[config.mk]
export PLATFORM = sky130hd
export DESIGN_NAME = alu_decoder
export DESIGN_NICKNAME = d
export VERILOG_FILES = /design/src/rtl/alu_decoder_pkg.sv /design/src/rtl/alu_decode_comb.sv /design/src/rtl/alu_decoder.sv
export SDC_FILE = /design/constraint.sdc
export NUM_CORES = 1
export LEC_CHECK = 0
export CAP_MARGIN = 20
export CORE_ASPECT_RATIO = 0.6
export CORE_MARGIN = 4
export CORE_UTILIZATION = 46
export CTS_CLUSTER_SIZE = 12
export DETAILED_ROUTE_END_ITERATION = 10
export PLACE_DENSITY = 0.85
export SKIP_CTS_REPAIR_TIMING = 1
export SLEW_MARGIN = 20
export SYNTH_ARGS = -nofsm -noshare
export SYNTH_HDL_FRONTEND = slang
export SYNTH_HIERARCHICAL = 1
export SYNTH_SLANG_ARGS = --single-unit
[constraint.sdc]
create_clock -name clk -period 2.69 [get_ports clk]
set_clock_uncertainty 0.05 [all_clocks]
set_input_delay 0.538 -clock clk [delete_from_list [all_inputs] [get_ports clk]]
set_output_delay 0.538 -clock clk [all_outputs]
set_load 0.03 [all_outputs]
[src/rtl/alu_decoder_pkg.sv]
// alu_decoder_pkg
//   Shared definitions for the ALU decoder slice: RV32I opcode constants,
//   alu_op_select codes, result-source (mux2) codes and the decoded-bundle
//   struct carried from the combinational decoder to the output register.
//   mux2_of() maps an operation code to the ALU result source.
package alu_decoder_pkg;

    localparam int XLEN = 32;

    // RV32I major opcodes (instr[6:0], low two bits included)
    localparam logic [6:0] OPC_OP     = 7'b0110011;
    localparam logic [6:0] OPC_OP_IMM = 7'b0010011;
    localparam logic [6:0] OPC_LUI    = 7'b0110111;
    localparam logic [6:0] OPC_AUIPC  = 7'b0010111;
    localparam logic [6:0] OPC_BRANCH = 7'b1100011;

    // alu_op_select codes; 1110 and 1111 are never produced
    localparam logic [3:0] ALU_ADD  = 4'b0000;
    localparam logic [3:0] ALU_SUB  = 4'b0001;
    localparam logic [3:0] ALU_AND  = 4'b0010;
    localparam logic [3:0] ALU_OR   = 4'b0011;
    localparam logic [3:0] ALU_XOR  = 4'b0100;
    localparam logic [3:0] ALU_SLL  = 4'b0101;
    localparam logic [3:0] ALU_SRL  = 4'b0110;
    localparam logic [3:0] ALU_SRA  = 4'b0111;
    localparam logic [3:0] ALU_SLT  = 4'b1000;
    localparam logic [3:0] ALU_SLTU = 4'b1001;
    localparam logic [3:0] ALU_EQ   = 4'b1010;
    localparam logic [3:0] ALU_NE   = 4'b1011;
    localparam logic [3:0] ALU_GE   = 4'b1100;
    localparam logic [3:0] ALU_GEU  = 4'b1101;

    // ALU result source (alu_mux2_select)
    localparam logic [1:0] MUX2_ADDER   = 2'b00;
    localparam logic [1:0] MUX2_LOGIC   = 2'b01;
    localparam logic [1:0] MUX2_SHIFT   = 2'b10;
    localparam logic [1:0] MUX2_COMPARE = 2'b11;

    typedef struct packed {
        logic [XLEN-1:0] opd1;
        logic [XLEN-1:0] opd2;
        logic [XLEN-1:0] opd3;
        logic [XLEN-1:0] opd4;
        logic            mux1_sel;
        logic [1:0]      mux2_sel;
        logic [3:0]      op_sel;
        logic            is_branch;
        logic            illegal;
    } alu_bundle_t;

    function automatic logic [1:0] mux2_of(input logic [3:0] op);
        case (op)
            ALU_ADD, ALU_SUB:          mux2_of = MUX2_ADDER;
            ALU_AND, ALU_OR, ALU_XOR:  mux2_of = MUX2_LOGIC;
            ALU_SLL, ALU_SRL, ALU_SRA: mux2_of = MUX2_SHIFT;
            default:                   mux2_of = MUX2_COMPARE;
        endcase
    endfunction

endpackage

[src/rtl/alu_decode_comb.sv]
// alu_decode_comb
//   Purely combinational RV32I -> ALU field decoder.
//   Ports:
//     instr     in   instruction word
//     pc        in   instruction address
//     rs1_data  in   register rs1 value
//     rs2_data  in   register rs2 value
//     bundle    out  decoded operands, selects and flags
module alu_decode_comb
    import alu_decoder_pkg::*;
(
    input  logic [31:0]   instr,
    input  logic [31:0]   pc,
    input  logic [31:0]   rs1_data,
    input  logic [31:0]   rs2_data,
    output alu_bundle_t   bundle
);

    logic [6:0]  opcode;
    logic [2:0]  funct3;
    logic [6:0]  funct7;
    logic [31:0] imm_i;
    logic [31:0] imm_u;
    logic [31:0] imm_b;
    logic [31:0] shamt;
    logic        bad;
    logic        unused_rs1_index;

    assign opcode = instr[6:0];
    assign funct3 = instr[14:12];
    assign funct7 = instr[31:25];
    assign imm_i  = {{20{instr[31]}}, instr[31:20]};
    assign imm_u  = {instr[31:12], 12'b0};
    assign imm_b  = {{20{instr[31]}}, instr[7], instr[30:25], instr[11:8], 1'b0};
    assign shamt  = {27'b0, instr[24:20]};
    // Register indices are resolved upstream; only the data arrives here.
    assign unused_rs1_index = ^instr[19:15];

    always_comb begin
        bundle = '0;
        bad    = 1'b0;
        case (opcode)
            OPC_OP: begin
                bundle.opd1 = rs1_data;
                bundle.opd2 = rs2_data;
                // funct7=0x20 is only meaningful for SUB and SRA
                bad = !((funct7 == 7'h00) ||
                        (funct7 == 7'h20 && (funct3 == 3'b000 || funct3 == 3'b101)));
                case (funct3)
                    3'b000:  bundle.op_sel = funct7[5] ? ALU_SUB : ALU_ADD;
                    3'b001:  bundle.op_sel = ALU_SLL;
                    3'b010:  bundle.op_sel = ALU_SLT;
                    3'b011:  bundle.op_sel = ALU_SLTU;
                    3'b100:  bundle.op_sel = ALU_XOR;
                    3'b101:  bundle.op_sel = funct7[5] ? ALU_SRA : ALU_SRL;
                    3'b110:  bundle.op_sel = ALU_OR;
                    default: bundle.op_sel = ALU_AND;
                endcase
            end
            OPC_OP_IMM: begin
                bundle.opd1 = rs1_data;
                bundle.opd2 = imm_i;
                case (funct3)
                    3'b000:  bundle.op_sel = ALU_ADD;
                    3'b001: begin
                        bundle.opd2   = shamt;
                        bundle.op_sel = ALU_SLL;
                        bad           = (funct7 != 7'h00);
                    end
                    3'b010:  bundle.op_sel = ALU_SLT;
                    3'b011:  bundle.op_sel = ALU_SLTU;
                    3'b100:  bundle.op_sel = ALU_XOR;
                    3'b101: begin
                        bundle.opd2   = shamt;
                        bundle.op_sel = funct7[5] ? ALU_SRA : ALU_SRL;
                        bad           = (funct7 != 7'h00) && (funct7 != 7'h20);
                    end
                    3'b110:  bundle.op_sel = ALU_OR;
                    default: bundle.op_sel = ALU_AND;
                endcase
            end
            OPC_LUI: begin
                bundle.opd2 = imm_u;
            end
            OPC_AUIPC: begin
                bundle.opd1 = pc;
                bundle.opd2 = imm_u;
            end
            OPC_BRANCH: begin
                // Adder forms the target; comparator works on opd3/opd4
                bundle.opd1      = pc;
                bundle.opd2      = imm_b;
                bundle.opd3      = rs1_data;
                bundle.opd4      = rs2_data;
                bundle.mux1_sel  = 1'b1;
                bundle.is_branch = 1'b1;
                case (funct3)
                    3'b000:  bundle.op_sel = ALU_EQ;
                    3'b001:  bundle.op_sel = ALU_NE;
                    3'b100:  bundle.op_sel = ALU_SLT;
                    3'b101:  bundle.op_sel = ALU_GE;
                    3'b110:  bundle.op_sel = ALU_SLTU;
                    3'b111:  bundle.op_sel = ALU_GEU;
                    default: bad = 1'b1;
                endcase
            end
            default: bad = 1'b1;
        endcase

        // Branch results come from the adder (target); compare is side-band
        if (!bundle.is_branch) begin
            bundle.mux2_sel = mux2_of(bundle.op_sel);
        end

        if (bad) begin
            bundle         = '0;
            bundle.illegal = 1'b1;
        end
    end

endmodule

[src/rtl/alu_decoder.sv]
// alu_decoder
//   Decodes one RV32I instruction bundle per valid/ready transfer into ALU
//   operands and selects, registered toward the execute stage.
//   Handshake: a transfer happens on a rising edge where valid && ready;
//   out_* is held stable while out_valid && !out_ready; an accepted bundle
//   appears on out_* one cycle later.
//   Build option ALU_DEC_SKID_EN: adds a skid entry so in_ready becomes a
//   pure register output (no path from out_ready). Without it, a single
//   output register with in_ready = !out_valid || out_ready.
//   Ports:
//     clk, rst                 clock, synchronous active-high reset
//     in_valid/in_ready        input bundle handshake
//     instr, pc, rs1_data, rs2_data   input bundle
//     out_valid/out_ready      output bundle handshake
//     opd1..opd4               ALU operands
//     alu_mux1_select          comparison source (1 = opd3/opd4)
//     alu_mux2_select          result source
//     alu_op_select            operation code
//     is_branch, illegal       bundle flags
module alu_decoder
    import alu_decoder_pkg::*;
#(
    parameter int OPERAND_LENGTH = 32
) (
    input  logic                      clk,
    input  logic                      rst,
    input  logic                      in_valid,
    output logic                      in_ready,
    input  logic [31:0]               instr,
    input  logic [OPERAND_LENGTH-1:0] pc,
    input  logic [OPERAND_LENGTH-1:0] rs1_data,
    input  logic [OPERAND_LENGTH-1:0] rs2_data,
    output logic                      out_valid,
    input  logic                      out_ready,
    output logic [OPERAND_LENGTH-1:0] opd1,
    output logic [OPERAND_LENGTH-1:0] opd2,
    output logic [OPERAND_LENGTH-1:0] opd3,
    output logic [OPERAND_LENGTH-1:0] opd4,
    output logic                      alu_mux1_select,
    output logic [1:0]                alu_mux2_select,
    output logic [3:0]                alu_op_select,
    output logic                      is_branch,
    output logic                      illegal
);

    alu_bundle_t dec;
    alu_bundle_t out_q;
    logic        out_valid_q;

    alu_decode_comb u_decode (
        .instr    (instr),
        .pc       (pc),
        .rs1_data (rs1_data),
        .rs2_data (rs2_data),
        .bundle   (dec)
    );

`ifdef ALU_DEC_SKID_EN
    alu_bundle_t skid_q;
    logic        skid_valid_q;
    logic        accept;
    logic        out_free;

    assign in_ready = !skid_valid_q;
    assign accept   = in_valid && !skid_valid_q;
    assign out_free = !out_valid_q || out_ready;

    always_ff @(posedge clk) begin
        if (rst) begin
            out_q        <= '0;
            out_valid_q  <= 1'b0;
            skid_q       <= '0;
            skid_valid_q <= 1'b0;
        end else if (skid_valid_q) begin
            // in_ready is low here, so nothing new arrives while draining
            if (out_free) begin
                out_q        <= skid_q;
                out_valid_q  <= 1'b1;
                skid_valid_q <= 1'b0;
            end
        end else if (accept) begin
            if (out_free) begin
                out_q       <= dec;
                out_valid_q <= 1'b1;
            end else begin
                // Output stalled in the same cycle we accepted: park it
                skid_q       <= dec;
                skid_valid_q <= 1'b1;
            end
        end else if (out_ready) begin
            out_valid_q <= 1'b0;
        end
    end
`else
    assign in_ready = !out_valid_q || out_ready;

    always_ff @(posedge clk) begin
        if (rst) begin
            out_q       <= '0;
            out_valid_q <= 1'b0;
        end else if (in_valid && in_ready) begin
            out_q       <= dec;
            out_valid_q <= 1'b1;
        end else if (out_ready) begin
            out_valid_q <= 1'b0;
        end
    end
`endif

    assign out_valid       = out_valid_q;
    assign opd1            = out_q.opd1;
    assign opd2            = out_q.opd2;
    assign opd3            = out_q.opd3;
    assign opd4            = out_q.opd4;
    assign alu_mux1_select = out_q.mux1_sel;
    assign alu_mux2_select = out_q.mux2_sel;
    assign alu_op_select   = out_q.op_sel;
    assign is_branch       = out_q.is_branch;
    assign illegal         = out_q.illegal;

endmodule

==> summary.md, run 1 <==
| Metric | Value |
|---|---|
| Crit path cell chain | clkdlybuf4s50_1, or4_1, nor3_2, o221ai_2, a211o_2, buf_12, nor2_1, nand3_1, a21oi_1 |
| F_max | 388 MHz |
| Hold Slack | 0.517 ns |
| Seq cells post-synth | 138 |
| Max-cap violations | 0 |
| Worst path slowest cell | or4_1 |
| CP top delay family | simple AND/OR/NAND/NOR gates |
| Top Usage Layer GRT | met2 |
| Fin crit share | 0.958 |
| Clock transition at path regs | 0.07 ns |
| Met2 track demand over resource | 0.413 |
| Crit end category | flop |
| Critical Path RT | 2.98 ns |
| Hold Path Cell Cnt | 2 |
| Core Box Area | 0.0164 mm² |
| Top_reg_cell synth | dfxtp_1 |
| Starting density of the core | 0.473 |
| Top post-synthesis cells by area | dfxtp_1, a21bo_1, a21oi_1 |
| Via density | 5.84 |
| Cells after synthesis | 939 |
| CP max FO | 63 |
| Multi-input gate area | 0.00439 mm² |
| Clock H-tree levels | 4 |
| Clock Sinks | 138 |
| Initial antenna violation count | 0 |
| Mean Syn Cell Area | 8.26 µm² |
| Post-placement setup slack | -0.284 ns |
| Routability cong. | 0.939 |
| Synth async-reset ratio | 0 |
| Vias in the first global route | 7721 |
| Largest net degree at the start of global routing | 80 |
| Setup slack after layout | 0.114 ns |
| DP Wirelength | 18.9 mm |
| Die H | 109 µm |
| Top cell type's share of synthesized area | 0.356 |
| Pwr Total | 4.93 mW |
| First DRT Iteration DRCs | 1076 |
| Layout cells sized above 1 | 0.117 |
| Slew @ Worst Pin | 0.555 ns |
| Root buf cell | clkbuf_16 |
| DR DRC count | 0 |
| Worst IR Drop VDD | 0.000337 V |
| Hold Fails Final Rpt | 0 |
| Post-synth cell types | 40 |
| Pleak | 3.96 nW |
| Tightest Hold Check Type | reg -> reg |
| Most common cell in the synthesized netlist | a21oi_1 |
| Storage element area | 0.00276 mm² |
| Die width | 176 µm |
| Post-Route WL | 27.5 mm |
| # diodes | 0 |
| Total grt overflow | 0 |
| Maximum clock path buffer count | 2 |
| Final setup viols | 0 |
| RR Startpoint | out_valid |
| Startpoint types | primary input |
| Skew-Pair Late Insertion Delay | 0.40 ns |
| CP Buf/Inv Count | 2 |
| Cts bufs inserted | 17 |
| Total track usage | 0.277 |
| Yosys top cell by area | dfxtp_1 |
| Worst r2r path cells | 5 |
| Cell Area, Synth | 0.00775 mm² |
| I/O pin cnt | 271 |
| Antenna viol nets, final | 0 |
| Port bufs | 270 |
| Fin nets | 1299 |
| Post-synth top cells | a21oi_1, dfxtp_1, nand3_1 |
| R2R Path End | opd3[11] |
| Crit path time final | 2.58 ns |
| Met1 usage | 0.398 |
| Crit path DAT | 2.86 ns |
| Sink of the worst hold path | opd2[7] |
| Register area share after synthesis | 0.356 |
| Status | finished clean |
| Grt met3 use | 0.0867 |
| CP Class | in -> reg |
| R2r setup slk | 1.14 ns |
| Hold_sp | opd2[7] |
| WL per Instance | 19.6 µm |
| Cell Rows | 36 |
| Fillers | 1319 |
| CTS tree | done |
| Post-synth EDFFs | 0 |
| Syn_nets | 1071 |
| First-pass GRT wire length | 42.7 mm |
| Drt first pass iters | 5 |
| Unrepaired setup endpoints after global routing | no |
| Warnings, synthesis | 6 |
| Total die area | 0.0191 mm² |
| P per Cell Area | 433 mW/mm² |
| P&R area growth vs syn | 46.9% |
| Largest stage delay, worst path | 0.54 ns |
| Slew headroom | 0.630 |
| Final Max Slew Viols | 0 |
| Vias | 8223 |
[sequential cells by signal, summed over array words and instances (netlist names)]
| signal | count |
|---|---|
| opd1 | 32 |
| opd2 | 32 |
| opd3 | 32 |
| opd4 | 32 |
| alu_op_select | 4 |
| alu_mux2_select | 2 |
| alu_mux1_select | 1 |
| illegal | 1 |
| is_branch | 1 |
| out_valid | 1 |
[kinds of logic after synthesis]
kind of cell           synth area share
AND/OR/NAND/NOR                   0.193
flip-flops                        0.356
AO/OA/AOI/OAI                     0.363
multiplexers                    0.00645
buffers and inverters            0.0820
[layout make-up]
type / instances / share of cell area
Inverter: 3 / 0.000989
Timing Repair Buffer: 328 / 0.296
Tap cell: 228 / 0.0250
Clock inverter: 14 / 0.0114
Sequential cell: 138 / 0.243
Clock buffer: 18 / 0.0386
Multi-Input combinational cell: 679 / 0.385
[stage by stage]
stage                     area (µm²)  std cells  utilization  setup TNS (ns)
after CTS                      11400       1408        0.695               0
after detailed placement       10800       1376        0.660          -15.62
after global placement         10800       1376        0.660          -11.29
after floorplan                 7750        939            -               0
final                          11400       1408        0.695               0
after global routing           11400       1408        0.695               0
[layout by cell type (no fill, tap or decap), drive strengths merged, types with 2 or more instances in the layout]
cell             n
dfxtp          138
nor2b            3
nor2            57
clkinv           6
and2             2
o21ai            5
a21o             3
clkdlybuf4s50  267
a21bo          137
inv             10
nor3             3
a21oi          171
mux2i            5
nand2            8
nand3b           4
nand3          138
a22oi           58
o22ai            3
and3            65
clkbuf          19
buf             60
nand2b           3
[power breakdown]
group          total (mW)  switching (mW)  internal, mW
Clock                2.30            1.05          1.25
Sequential           2.05         0.00238          2.05
Combinational       0.582           0.310         0.272
[worst register-to-register path, stage by stage (launching register included)]
cell,delay [ns]
dfxtp_1,0.39
nand2b_4,0.21
buf_12,0.25
buf_12,0.20
a21bo_1,0.20
a21oi_1,0.16
[per-layer routing]
metal | part of all wire | wire [µm]
met1 | 0.46 | 12500
met2 | 0.43 | 11800
met3 | 0.11 | 2950
met4 | 0.0089 | 245
met5 | 0 | 0
[worst max path at each step]
stage	from	endpoint	slack, ns	cells past startpoint
2_1_floorplan	instr[28]	opd1[10]	0.37	9
3_3_place_gp	instr[28]	opd2[22]	-0.24	9
3_5_place_dp	instr[28]	opd2[21]	-0.28	9
4_1_cts	instr[28]	opd2[21]	0.14	9
5_1_grt	instr[27]	alu_op_select[3]	0.03	9
6_report	instr[28]	opd1[5]	0.11	9
Power figures use the tool's default switching activity.
==> run 2, diff against run 1 <==
clock period = 2.82 ns   (was 2.69 ns; I/O delays follow)
==> run 2 against run 1 <==
Net effect:
- non-clock buffer count is 19 lower
- largest power group unchanged
- final cell count is 1.3% lower
- power is 0.20% higher
- flip-flop and latch count stayed put
- worst hold slack worse by 0.024 ns
- clock power is 7% higher
- first-iteration DRC count is 13% higher
- critical endpoint is now opd2[26]
==> summary.md, run 2 (synthesis results as in run 1) <==
| Metric | Value |
|---|---|
| Final Max Slew Viols | 0 (unchanged) |
| P&R area growth vs syn | 45.1% (was 46.9%) |
| Most frequent cells in the layout | clkdlybuf4s50_1, a21oi_1, nand3_1, dfxtp_1, a21bo_1 (unchanged) |
| WL per Instance | 19.6 µm (about the same) |
| RR Startpoint | out_valid (unchanged) |
| P per Cell Area | 439 mW/mm² (was 433 mW/mm²) |
| Crit end category | flop (unchanged) |
| CTS tree | done (unchanged) |
| Post-layout util | 0.686 (was 0.695) |
| Worst IR Drop VDD | 0.000407 V (was 0.000337 V) |
| CP top delay family | compound AO/OA/AOI/OAI gates (was simple AND/OR/NAND/NOR gates) |
| Clock H-tree levels | 4 (unchanged) |
| CP Class | in -> reg (unchanged) |
| Status | finished clean (unchanged) |
| Max-cap violations | 0 (unchanged) |
| Routability cong. | 0.923 (was 0.939) |
| Initial antenna violation count | 0 (unchanged) |
| Fin nets | 1280 (was 1299) |
| # diodes | 0 (unchanged) |
| Clock Sinks | 138 (unchanged) |
| Hold_sp | in_valid (was opd2[7]) |
| Vias | 8196 (was 8223) |
| Final Non-Filler Cells | 1389 (was 1408) |
| Commonest non-fill, non-tap cell in the layout | clkdlybuf4s50_1 (unchanged) |
| Die H | 109 µm (unchanged) |
| Total die area | 0.0191 mm² (unchanged) |
| Via density | 5.90 (was 5.84) |
| Root buf cell | clkbuf_16 (unchanged) |
| Die width | 176 µm (unchanged) |
| Total track usage | 0.275 (was 0.277) |
| I/O pin cnt | 271 (unchanged) |
| Most used cell, CP | a21oi_1 |
| Post-Route WL | 27.3 mm (was 27.5 mm) |
| CP Buf/Inv Count | 2 (unchanged) |
| Port bufs | 270 (unchanged) |
| Total grt overflow | 0 (unchanged) |
| Unrepaired setup endpoints after global routing | no (unchanged) |
| Tightest Hold Check Type | in -> reg (was reg -> reg) |
| Largest stage delay, worst path | 0.56 ns (was 0.54 ns) |
| Slew headroom | 0.589 (was 0.630) |
| First-pass GRT wire length | 42.4 mm (was 42.7 mm) |
| Placed cells | 1357 (was 1376) |
| Skew-Pair Late Insertion Delay | 0.40 ns (about the same) |
| Clock transition at path regs | 0.06 ns (was 0.07 ns) |
| Crit path DAT | 2.88 ns (was 2.86 ns) |
| Drt first pass iters | 6 (was 5) |
| Layout cells sized above 1 | 0.101 (was 0.117) |
| Crit path time final | 2.60 ns |
| DP Wirelength | 18.2 mm (was 18.9 mm) |
| Core Box Area | 0.0164 mm² (unchanged) |
| Slew @ Worst Pin | 0.617 ns (was 0.555 ns) |
| Pwr Total | 4.94 mW (was 4.93 mW) |
| Crit path from | instr[28] (unchanged) |
| Cts bufs inserted | 17 (unchanged) |
| Post-placement setup slack | -0.161 ns (was -0.284 ns) |
| Vias in the first global route | 7669 (was 7721) |
| Fillers | 1369 (was 1319) |
| Setup slack after layout | 0.219 ns (was 0.114 ns) |
| Cell Rows | 36 (unchanged) |
| CP max FO | 49 (was 63) |
| Maximum clock path buffer count | 2 (unchanged) |
| Fin crit share | 0.922 |
| Final setup viols | 0 (unchanged) |
| Worst path slowest cell | or4_1 (unchanged) |
| First DRT Iteration DRCs | 1218 (was 1076) |
| F_max | 384 MHz |
| Hold Fails Final Rpt | 0 (unchanged) |
| Crit path cell chain | clkdlybuf4s50_1, or4_1, nor3_2, o221ai_2, a211o_2, buf_12, a21oi_1, nand3_1, a21oi_1 (was clkdlybuf4s50_1, or4_1, nor3_2, o221ai_2, a211o_2, buf_12, nor2_1, nand3_1, a21oi_1) |
| Critical Path RT | 3.10 ns (was 2.98 ns) |
| Pleak | 3.87 nW (was 3.96 nW) |
| Setup TNS | 0 ns (unchanged) |
| Largest net degree at the start of global routing | 103 (was 80) |
| DR DRC count | 0 (unchanged) |
| Antenna viol nets, final | 0 (unchanged) |
| Startpoint types | primary input (unchanged) |
| Starting density of the core | 0.473 (unchanged) |
-- run 2: per-layer routing --
metal	vias to the layer above	GRT usage	share of wire
li1	3838	-	-
met1	3913	0.401	0.45
met2	423	0.404	0.43
met3	22	0.0793	0.11
met4	0	0.0590	0.0094
met5	-	0	0
-- run 2: area by class of cell --
| cell class | count | area (µm²) | share of cell area |
|---|---|---|---|
| Multi-Input combinational cell | 679 | 4390 | 0.390 |
| Timing Repair Buffer | 309 | 3170 | 0.282 |
| Sequential cell | 138 | 2760 | 0.246 |
| Clock buffer | 20 | 447 | 0.0397 |
| Tap cell | 228 | 285 | 0.0254 |
| Clock inverter | 12 | 188 | 0.0167 |
| Inverter | 3 | 11.3 | 0.00100 |
-- run 2: worst register-to-register path, cell delays in order, from the launching register on --
cell      delay [ns]
dfxtp_1         0.38
nand2b_4        0.17
buf_12          0.23
buf_12          0.22
a21bo_2         0.22
a21oi_1         0.17
-- run 2: stage by stage --
| stage | instance area (µm²) | hold slack, ns |
|---|---|---|
| after CTS | 11200 | 0.479 |
| after floorplan | 7750 | 0.647 |
| after detailed placement | 10600 | 0.504 |
| after global placement | 10600 | 0.507 |
| final | 11200 | 0.493 |
| after global routing | 11200 | 0.493 |
-- run 2: path summary, 6_finish.rpt --
check | cells past startpoint | endpoint | slack [ns]
worst max-delay path | 9 | opd2[26] | 0.22
worst min-delay path | 3 | out_valid | 0.49
worst max register to register | 5 | opd4[17] | 1.31
worst min register to register | 2 | opd2[7] | 0.52
-- run 2: where the power goes --
| group | leakage (nW) | switching (mW) | internal (mW) |
|---|---|---|---|
| sequential | 1.11 | 0.00207 | 1.95 |
| clock | 0.302 | 0.932 | 1.52 |
| combinational | 2.45 | 0.293 | 0.242 |
| total | 3.87 | 1.23 | 3.72 |
==> run 3, diff against run 2 <==
PLACE_DENSITY = unset   (was 0.85)
PLACE_DENSITY_LB_ADDON = 0.15   (was unset)
==> run 3 against run 2 <==
Net effect:
- utilization is essentially flat
- first-iteration DRC count shrank 25%
- highest routed layer is now met5
- critical path type unchanged
- global-route usage shrank 0.40 points
==> summary.md, run 3 (synthesis results as in run 1) <==
| Metric | Value |
|---|---|
| Pwr Total | 4.90 mW (was 4.94 mW) |
| Layout cells sized above 1 | 0.106 (was 0.101) |
| Clock H-tree levels | 4 (unchanged) |
| CP Class | in -> reg (unchanged) |
| Tightest Hold Check Type | reg -> reg (was in -> reg) |
| Initial antenna violation count | 2 (was 0) |
| Setup TNS | 0 ns (unchanged) |
| Maximum clock path buffer count | 2 (unchanged) |
| Slew @ Worst Pin | 0.542 ns (was 0.617 ns) |
| I/O pin cnt | 271 (unchanged) |
| Most frequent cells in the layout | clkdlybuf4s50_1, a21oi_1, nand3_1, dfxtp_1, a21bo_1 (unchanged) |
| Vias | 8024 (was 8196) |
| DR DRC count | 0 (unchanged) |
| First DRT Iteration DRCs | 913 (was 1218) |
| CP max FO | 48 (was 49) |
| Clock transition at path regs | 0.06 ns (about the same) |
| Critical Path RT | 3.12 ns (was 3.10 ns) |
| P per Cell Area | 436 mW/mm² (was 439 mW/mm²) |
| Worst IR Drop VDD | 0.000341 V (was 0.000407 V) |
| DP Wirelength | 18.4 mm (was 18.2 mm) |
| Die H | 109 µm (unchanged) |
| R2R Path End | opd2[18] (was opd4[17]) |
| Starting density of the core | 0.473 (unchanged) |
| F_max | 393 MHz (was 384 MHz) |
| Drt first pass iters | 5 (was 6) |
| Clock Sinks | 138 (unchanged) |
| Total grt overflow | 0 (unchanged) |
| Vias in the first global route | 7185 (was 7669) |
| Crit path time final | 2.55 ns (was 2.60 ns) |
| Slew headroom | 0.639 (was 0.589) |
| Unrepaired setup endpoints after global routing | no (unchanged) |
| Via density | 5.76 (was 5.90) |
| Largest net degree at the start of global routing | 95 (was 103) |
| Post-Route WL | 27.1 mm (was 27.3 mm) |
| Total track usage | 0.271 (was 0.275) |
| Sink of the worst hold path | opd4[19] (was out_valid) |
| DP Area | 0.0106 mm² (about the same) |
| CTS tree | done (unchanged) |
| Post-placement setup slack | -0.119 ns (was -0.161 ns) |
| Hold_sp | opd4[19] (was in_valid) |
| Port bufs | 270 (unchanged) |
| # diodes | 0 (unchanged) |
| Placed cells | 1361 (was 1357) |
| Final Non-Filler Cells | 1393 (was 1389) |
| Root buf cell | clkbuf_16 (unchanged) |
| Fin crit share | 0.903 (was 0.922) |
| Final Max Slew Viols | 0 (unchanged) |
| Fin nets | 1284 (was 1280) |
| Pleak | 3.87 nW (about the same) |
| RR Startpoint | out_valid (unchanged) |
| WL per Instance | 19.5 µm (was 19.6 µm) |
| Routability cong. | 0.906 (was 0.923) |
| Setup slack after layout | 0.272 ns (was 0.219 ns) |
| Cell Rows | 36 (unchanged) |
| Skew-Pair Late Insertion Delay | 0.41 ns (was 0.40 ns) |
| Core Box Area | 0.0164 mm² (unchanged) |
| R2r setup slk | 1.38 ns (was 1.31 ns) |
| Crit end category | flop (unchanged) |
| Total die area | 0.0191 mm² (unchanged) |
| Commonest non-fill, non-tap cell in the layout | clkdlybuf4s50_1 (unchanged) |
| Final setup viols | 0 (unchanged) |
| Max-cap violations | 0 (unchanged) |
| Crit path DAT | 2.85 ns (was 2.88 ns) |
| Post-route design area | 0.0113 mm² (was 0.0112 mm²) |
| Status | finished clean (unchanged) |
| Startpoint types | primary input (unchanged) |
| Antenna viol nets, final | 0 (unchanged) |
| Worst r2r path cells | 4 (was 5) |
| Die width | 176 µm (unchanged) |
| Hold Path Cell Cnt | 2 (was 3) |
| Cts bufs inserted | 17 (unchanged) |
| Hold Fails Final Rpt | 0 (unchanged) |
| P&R area growth vs syn | 45.1% (about the same) |
| First-pass GRT wire length | 41.3 mm (was 42.4 mm) |
==> run 3: cell count changes in the layout (fill, tap and decap cells not counted), sizes merged <==
| cell | delta |
|---|---|
| buf | +4 |
| clkinv | +3 |
| clkbuf | -2 |
| clkinvlp | -1 |
==> run 3: per-stage QoR <==
stage	hold WS, ns	utilization
4_1_cts	0.523	0.686
3_5_place_dp	0.507	0.648
2_1_floorplan	0.647	-
6_report	0.522	0.686
3_3_place_gp	0.507	0.648
5_1_grt	0.536	0.686
==> run 3: worst max-delay path by stage <==
stage / slack, ns / end / from
after global placement: -0.07 / opd2[21] / instr[28]
after global routing: 0.16 / opd2[30] / instr[28]
after detailed placement: -0.12 / opd2[31] / instr[28]
final: 0.27 / opd2[25] / instr[28]
after CTS: 0.29 / opd2[18] / instr[28]
after floorplan: 0.47 / opd1[10] / instr[28]
==> run 3: report_power, final <==
part	switching, mW	internal (mW)	leakage [nW]
Combinational	0.290	0.238	2.45
Clock	0.913	1.51	0.311
Sequential	0.00208	1.95	1.11
==> run 3: critical path: stages <==
cell,delay (ns)
clkdlybuf4s50_1,0.42
or4_1,0.57
nor3_2,0.16
o221ai_2,0.13
a211o_2,0.40
buf_12,0.21
a21oi_1,0.18
nand3_1,0.09
a21oi_1,0.13
==> run 3: cell type report <==
| type | count | area (µm²) |
|---|---|---|
| clock inverter | 14 | 191 |
| inverter | 3 | 11.3 |
| sequential | 138 | 2760 |
| clock buffer | 18 | 439 |
| fill | 1426 | 5140 |
| multi-input combinational | 679 | 4390 |
| tap | 228 | 285 |
| timing repair buffer | 313 | 3170 |
==> run 3: per-layer routing <==
layer  wire length [µm]  track usage  vias to the layer above  part of all wire
met2              11500        0.382                      354              0.42
met3               2770       0.0881                       22              0.10
met5                 23            0                        -           0.00085
met1              12600        0.403                     3800              0.46
li1                   -            -                     3844                 -
met4                289       0.0573                        4             0.011
